## src/rtl/uart_tx_rr_arbiter.sv

```systemverilog
// uart_tx_rr_arbiter: round-robin shared UART transmitter (8N1, or 8E1 when UART_TX_PARITY_EN is defined)
// ports: clk_50M clock, rst async active-high reset,
//        req_valid/req_data/req_ready per-requester byte handshake (byte i at req_data[8i+7:8i]),
//        tx serial line (idle high), busy frame in flight, grant_id last winner,
//        frame_done one-cycle pulse in the final stop-bit cycle
module uart_tx_rr_arbiter #(
  parameter int NREQ = 4,
  parameter int CLK_DIV = 5208,
  parameter int DIV_W = 13,
  parameter int ID_W = 2
) (
  input  logic              clk_50M,
  input  logic              rst,
  input  logic [NREQ-1:0]   req_valid,
  input  logic [8*NREQ-1:0] req_data,
  output logic [NREQ-1:0]   req_ready,
  output logic              tx,
  output logic              busy,
  output logic [ID_W-1:0]   grant_id,
  output logic              frame_done
);
`ifdef UART_TX_PARITY_EN
  typedef enum logic [2:0] {IDLE, START, DATA, PARITY, STOP} state_t;
`else
  typedef enum logic [1:0] {IDLE, START, DATA, STOP} state_t;
`endif
  state_t state, state_n;
  logic [DIV_W-1:0] timer, timer_n;
  logic [2:0] bit_cnt, bit_n;
  logic [7:0] byte_q;
  logic [ID_W-1:0] ptr, win, ptr_n;
  logic [ID_W:0] sum, nxt;
  logic [NREQ-1:0] rot;
  logic any, last, tx_n, grant;
  // Rotate valids so bit 0 is the pointer position; the lowest set bit wins.
  always_comb begin
    rot = NREQ'({req_valid, req_valid} >> ptr);
    any = 1'b0;
    sum = '0;
    for (int k = NREQ-1; k >= 0; k--)
      if (rot[k]) begin
        any = 1'b1;
        sum = {1'b0, ptr} + (ID_W+1)'(k);
      end
    win = sum >= (ID_W+1)'(NREQ) ? ID_W'(sum - (ID_W+1)'(NREQ)) : sum[ID_W-1:0];
    nxt = {1'b0, win} + 1'b1;
    ptr_n = nxt == (ID_W+1)'(NREQ) ? '0 : nxt[ID_W-1:0];
  end
  assign grant = state == IDLE && any && !rst;
  assign req_ready = grant ? NREQ'(1) << win : '0;
  always_comb begin
    state_n = state;
    timer_n = timer;
    bit_n = bit_cnt;
    last = timer == DIV_W'(CLK_DIV-1);
    if (state == IDLE) begin
      timer_n = '0;
      bit_n = '0;
      if (any) state_n = START;
    end else begin
      timer_n = last ? '0 : timer + 1'b1;
      if (last)
        case (state)
          START: state_n = DATA;
          DATA: begin
            bit_n = bit_cnt + 1'b1;
`ifdef UART_TX_PARITY_EN
            if (bit_cnt == 3'd7) state_n = PARITY;
`else
            if (bit_cnt == 3'd7) state_n = STOP;
`endif
          end
`ifdef UART_TX_PARITY_EN
          PARITY: state_n = STOP;
`endif
          default: state_n = IDLE;
        endcase
    end
  end
  // tx is registered, so it is derived from the state being entered, not the current one.
`ifdef UART_TX_PARITY_EN
  assign tx_n = state_n == START ? 1'b0 : state_n == DATA ? byte_q[bit_n] : state_n == PARITY ? ^byte_q : 1'b1;
`else
  assign tx_n = state_n == START ? 1'b0 : state_n == DATA ? byte_q[bit_n] : 1'b1;
`endif
  always_ff @(posedge clk_50M or posedge rst)
    if (rst) begin
      state <= IDLE;
      timer <= '0;
      bit_cnt <= '0;
      byte_q <= '0;
      ptr <= '0;
      grant_id <= '0;
      tx <= 1'b1;
      busy <= 1'b0;
      frame_done <= 1'b0;
    end else begin
      state <= state_n;
      timer <= timer_n;
      bit_cnt <= bit_n;
      tx <= tx_n;
      busy <= state_n != IDLE;
      frame_done <= state_n == STOP && timer_n == DIV_W'(CLK_DIV-1);
      if (grant) begin
        byte_q <= req_data[{win, 3'b000} +: 8];
        grant_id <= win;
        ptr <= ptr_n;
      end
    end
endmodule

```

## config.mk

```make
export PLATFORM = sky130hd
export DESIGN_NAME = uart_tx_rr_arbiter
export DESIGN_NICKNAME = d
export VERILOG_FILES = /design/src/rtl/uart_tx_rr_arbiter.sv
export SDC_FILE = /design/constraint.sdc
export NUM_CORES = 1
export LEC_CHECK = 0
export CORE_MARGIN = 3
export CORE_UTILIZATION = 52
export CTS_CLUSTER_DIAMETER = 80
export DETAILED_ROUTE_END_ITERATION = 10
export PLACE_DENSITY = 0.86
export SYNTH_ARGS = -nofsm -noshare
export SYNTH_HDL_FRONTEND = slang
export SYNTH_SLANG_ARGS = --single-unit
```

## constraint.sdc

```tcl
create_clock -name clk_50M -period 3.07 [get_ports clk_50M]
set_input_delay 0.614 -clock clk_50M [delete_from_list [all_inputs] [get_ports clk_50M]]
set_output_delay 0.614 -clock clk_50M [all_outputs]
set_load 0.005 [all_outputs]
```

[After elaboration in Yosys (flattened, before gate mapping)]
Index checks and enable logic that the tools add are counted.
Widths: inputs -> output; s select.
Cells by class
  $add $sub $neg: 7
  $lt $le $gt $ge: 2
  equality and inequality tests: 9
  shift operators: 3
  mux-type cells: 25
  reductions and logical operators: 6
Operators by type and width (count)
  $shiftx 32x6->8: 1
  $eq 13x13->1 const B: 2
  $mux 13: 2
  $mux 3: 7
  $add 13x1->13 const B: 1
  $mux 2: 6
  $shr 8x2->4: 1
  $mux 1: 7
  $add 2x1->3 const B: 2
  $add 2x2->3 const B: 2
  $eq 2x2->1 const B: 3
  $eq 3x3->1 const B: 2
  $eq 2x1->1 const B: 2
  $lt 3x4->1 const B: 1
  $mux 4: 1
  $pmux 2 s2: 1
  $shl 1x2->4 const A: 1
  $add 3x1->3 const B: 1
  $bmux 1 s3: 1
  $ge 3x3->1 const B: 1
  $logic_and 1x1->1: 3
  $logic_not 2->1: 1
  $reduce_bool 2->1: 1
  $sub 2x1->2 const B: 1
  $logic_not 1->1: 1
Storage, ports and cells
  bits in registers: 33
  output and inout bits: 9

[Logic depth before layout (Yosys ltp)]
  depth in word-level cells: 10
  mapped depth: 9
  depth with buffers taken out: 7

[Worst setup path before layout]
OpenSTA, ideal clock, no wires.
  kind: in2out
  from: input req_valid[0]
  to: output req_ready[0]
  arrival time: 1867 ps
  slack: 589 ps
  stages on the path: 8
  path buffers: 2
  cell sequence: inv_1 o221ai_1 a21oi_1 buf_2 buf_2 inv_1 ha_1 and3_1
Between the ends
  word-level cells in the longest chain between the ends: 9
RTL lines
  start, declared: RTL line 14  | input logic [NREQ-1:0] req_valid,
  $shr 8x2->4 *: RTL line 37  | rot = NREQ'({req_valid, req_valid} >> ptr);
  $mux 3 (3 in series): RTL line 41  | if (rot[k]) begin
  $mux 3 *: RTL line 41
  via sum[0]: RTL line 32  | logic [ID_W:0] sum, nxt;
  $ge 3x3->1 or $sub 2x1->2 (tied branches): RTL line 45  | win = sum >= (ID_W+1)'(NREQ) ? ID_W'(sum - (ID_W+1)'(NREQ)) : sum[ID_W-1:0];
  $mux 2 *: RTL line 45
  $shl 1x2->4 *: RTL line 50  | assign req_ready = grant ? NREQ'(1) << win : '0;
  $mux 4 *: RTL line 50
  end, declared: RTL line 16  | output logic [NREQ-1:0] req_ready,
The timed path passes the listed nets; every way through them passes the cells marked *.

[Worst setup path after layout]
  from: input req_valid[0]
  to: output req_ready[1]
Between the ends
  word-level cells in the longest chain between the ends: 9
RTL lines (RTL line)
  $shr 8x2->4 *: 37
  $mux 3 (4 in series): 41
  $ge 3x3->1 or $sub 2x1->2 (tied branches): 45
  $mux 2: 45
  $shl 1x2->4: 50
  $mux 4 *: 50
Mark *: on every way between the ends. The rest lies on a longest branch, timed or not.

==> results.cfg <==
[outcome]
outcome = finished, final reports clean

[sta]
finalSetupViolCount = 0
fmax_mhz = 344.8
slew_headroom_pct = 52.82
tns_ps = 0
slew_violations = 0
worst_slack_ps = 169.7
fin_skew_ps = 16.22
tightest_slew_ps = 698.6
fin_crit_sh_pct = 94.47
whs_ps = 492.2
hold_viol = 0
rsz0062_at_grt = false
min_period_ps = 2900

[floorplanning]
die-area_sq_mm = 0.005217
core_area_sq_mm = 0.004115
die_w_um = 72.23
std_cell_rows = 23
ios = 47
start_util_pct = 55.43
die_height_um = 72.23

[global_route]
grt_max_degree = 33
gr-total-overflow = 0
grt_first_pass_wirelength_um = 8818
grt_pass1_vias = 2085
grt_use_total_pct = 21.22
antenna_found_initial = 0

[synth]
synth_fa_ha_area_share_pct = 5.485
synth_top_cell_area_share_pct = 35.11
synth_mux_area_share_pct = 11.68
synth_top_family_by_area = simple AND/OR/NAND/NOR gates
avgSynthCellArea_sq_um = 9.387
ys_ff_latch = 33
synth_top_area_cell = dfrtp_1
syn_inst = 243
postSynth.asyncResetShare_pct = 100.0
ys_types = 49
synth_edf_count = 0
ys.flop_type = dfrtp_1
synth_xor_area_share_pct = 4.224
yosys-top-cells-area = dfrtp_1 35%, mux2i_1 11%, ha_1 5.5%
syn_nets = 291
yosys.area_share.simple_pct = 22.65
synth_area_sq_mm = 0.002281
synth-compound-area-share_pct = 14.81
ys_seq_area_share_pct = 36.26
synth_top_cells_by_count = 32 x dfrtp_1, 24 x mux2i_1, 23 x nor2_1
synth_warnings = 0
synth_most_common_cell = dfrtp_1

[critical_path]
required_ps = 2460
crit_buf_inv = 3
critPathLaunchType = primary input
path_max_fanout = 5
worstSetupPathType = in -> out
cp-end-kind = output pin
crit_chain = dlygate4sd2_1, inv_1, o221ai_1, a21oi_2, ha_2, and3_1, clkdlybuf4s50_1
cp_slowest_stage_delay_ps = 500
critPathTopFamily = buffers and inverters
crit_arrival_ps = 2290
critPathSlowestCell = clkdlybuf4s50_1

[clock_network]
clock-sinks = 33
tritoncts = done
hold_buffers = 0
worstSkewPairLatency_ps = 290
numCtsBuffers = 5
htreeDepth = 2
clock_path_buffers = 2
path_clk_slew_ps = 60
clockRootBuffer = clkbuf_8

[routing]
vias_per_cell = 5.855
remaining_drc_errors = 0
dr.pass1.iters = 4
wl_um = 5066
vias = 2014
drtIter0Drc = 180
drtAntennaViolNets = 0
wl_per_cell_um = 14.73

[layout]
instances_no_fill = 344
multiInputGateArea_sq_mm = 0.001355
n_antenna_cell = 0
area_growth_syn_to_layout_pct = 27.59
layout.area.seq_sq_um = 827.0
drive_above_1_share_pct = 8.844
fillers = 317
final_nets = 341

[pwr]
finalPower_uw = 933.9
cellPowerDensity_mw_per_mm2 = 320.9
p_leak_nw = 1.316
vdd_drop_max_mv = 0.2017

[placement]
dp_worst_setup_slack_ps = -143.5
port_buffers = 46
gp_congestion = 0.8629
placed_cells = 336
dpl.hpwl_um = 3751

[run]
max_cap_viol_count = 0

[hold_path]
min_path_type = reg -> reg
[kinds of logic after synthesis]
| family | Yosys count |
|---|---|
| adders and majority gates | 10 |
| and+or+nand+nor | 90 |
| muxes | 26 |
| DFF | 33 |
| xor gates and xnor gates | 11 |
| AOI/OAI and AO/OA | 48 |
| buffers and inverters | 25 |
[registers in the layout (all words and copies together) (netlist names)]
name,cells
timer,13
byte_q,8
bit_cnt,3
grant_id,2
ptr,2
state,2
busy,1
frame_done,1
tx,1
[where the power goes]
part	switching, mW	leakage [nW]	internal [mW]
Clock	0.158	0.0455	0.183
Combinational	0.0593	0.858	0.0807
Sequential	0.00828	0.413	0.445
Total	0.225	1.32	0.709
[path summary, 6_finish.rpt]
check                               endpoint  cells past startpoint  slack, ps         start
max in group asynchronous                 tx                      3       1830           rst
worst max register to register    frame_done                      6        540      timer[0]
worst min register to register   grant_id[1]                      2        490   grant_id[1]
worst max-delay path            req_ready[1]                      7        170  req_valid[0]
worst min-delay path             grant_id[1]                      2        490   grant_id[1]
min in group asynchronous        grant_id[1]                      2        560           rst
[tightest hold or removal path: cells and delay by family, from the launching register on]
kind / cells / cell delay (ps)
AND/OR/NAND/NOR: 2 / 110
flip-flops: 1 / 350
[per-layer routing]
| metal | vias to the layer above | global-route usage [%] | share of wire (%) |
|---|---|---|---|
| li1 | 981 | - | - |
| met1 | 962 | 24.80 | 45 |
| met2 | 64 | 38.12 | 49 |
| met3 | 7 | 3.740 | 4.9 |
| met4 | 0 | 8.559 | 1.2 |
| met5 | - | 0 | 0 |
[area by class of cell]
class	count	share of cell area (%)
multi-input combinational	185	46.56
sequential	33	28.42
timing repair buffer	53	17.84
clock buffer	8	3.095
tap	50	2.150
inverter	15	1.935
[timing repair]
| action | in CTS | in global routing |
|---|---|---|
| setup buffers | 0 | 0 |
| resized for setup | 3 | 6 |
| endpoints found under the setup margin | 4 | 4 |
| pin swaps | 2 | 2 |
[stage by stage]
| stage | utilization (%) | area [sq um] |
|---|---|---|
| after floorplan | - | 2281 |
| after global placement | 68.17 | 2805 |
| after detailed placement | 68.17 | 2805 |
| after CTS | 70.48 | 2900 |
| after global routing | 70.72 | 2910 |
| final | 70.72 | 2910 |
[cell usage in the layout (no fill, tap or decap), types with 7 or more instances in the layout]
cell             count
nand2_1             19
clkdlybuf4s50_1     42
nor2_1              23
o221ai_1            10
xor2_1               7
a21oi_1              8
o21ai_0              8
buf_4                7
dfrtp_1             32
inv_1               12
mux2i_1             24
ha_1                 9
No activity file was read; power rests on OpenSTA's default activity.
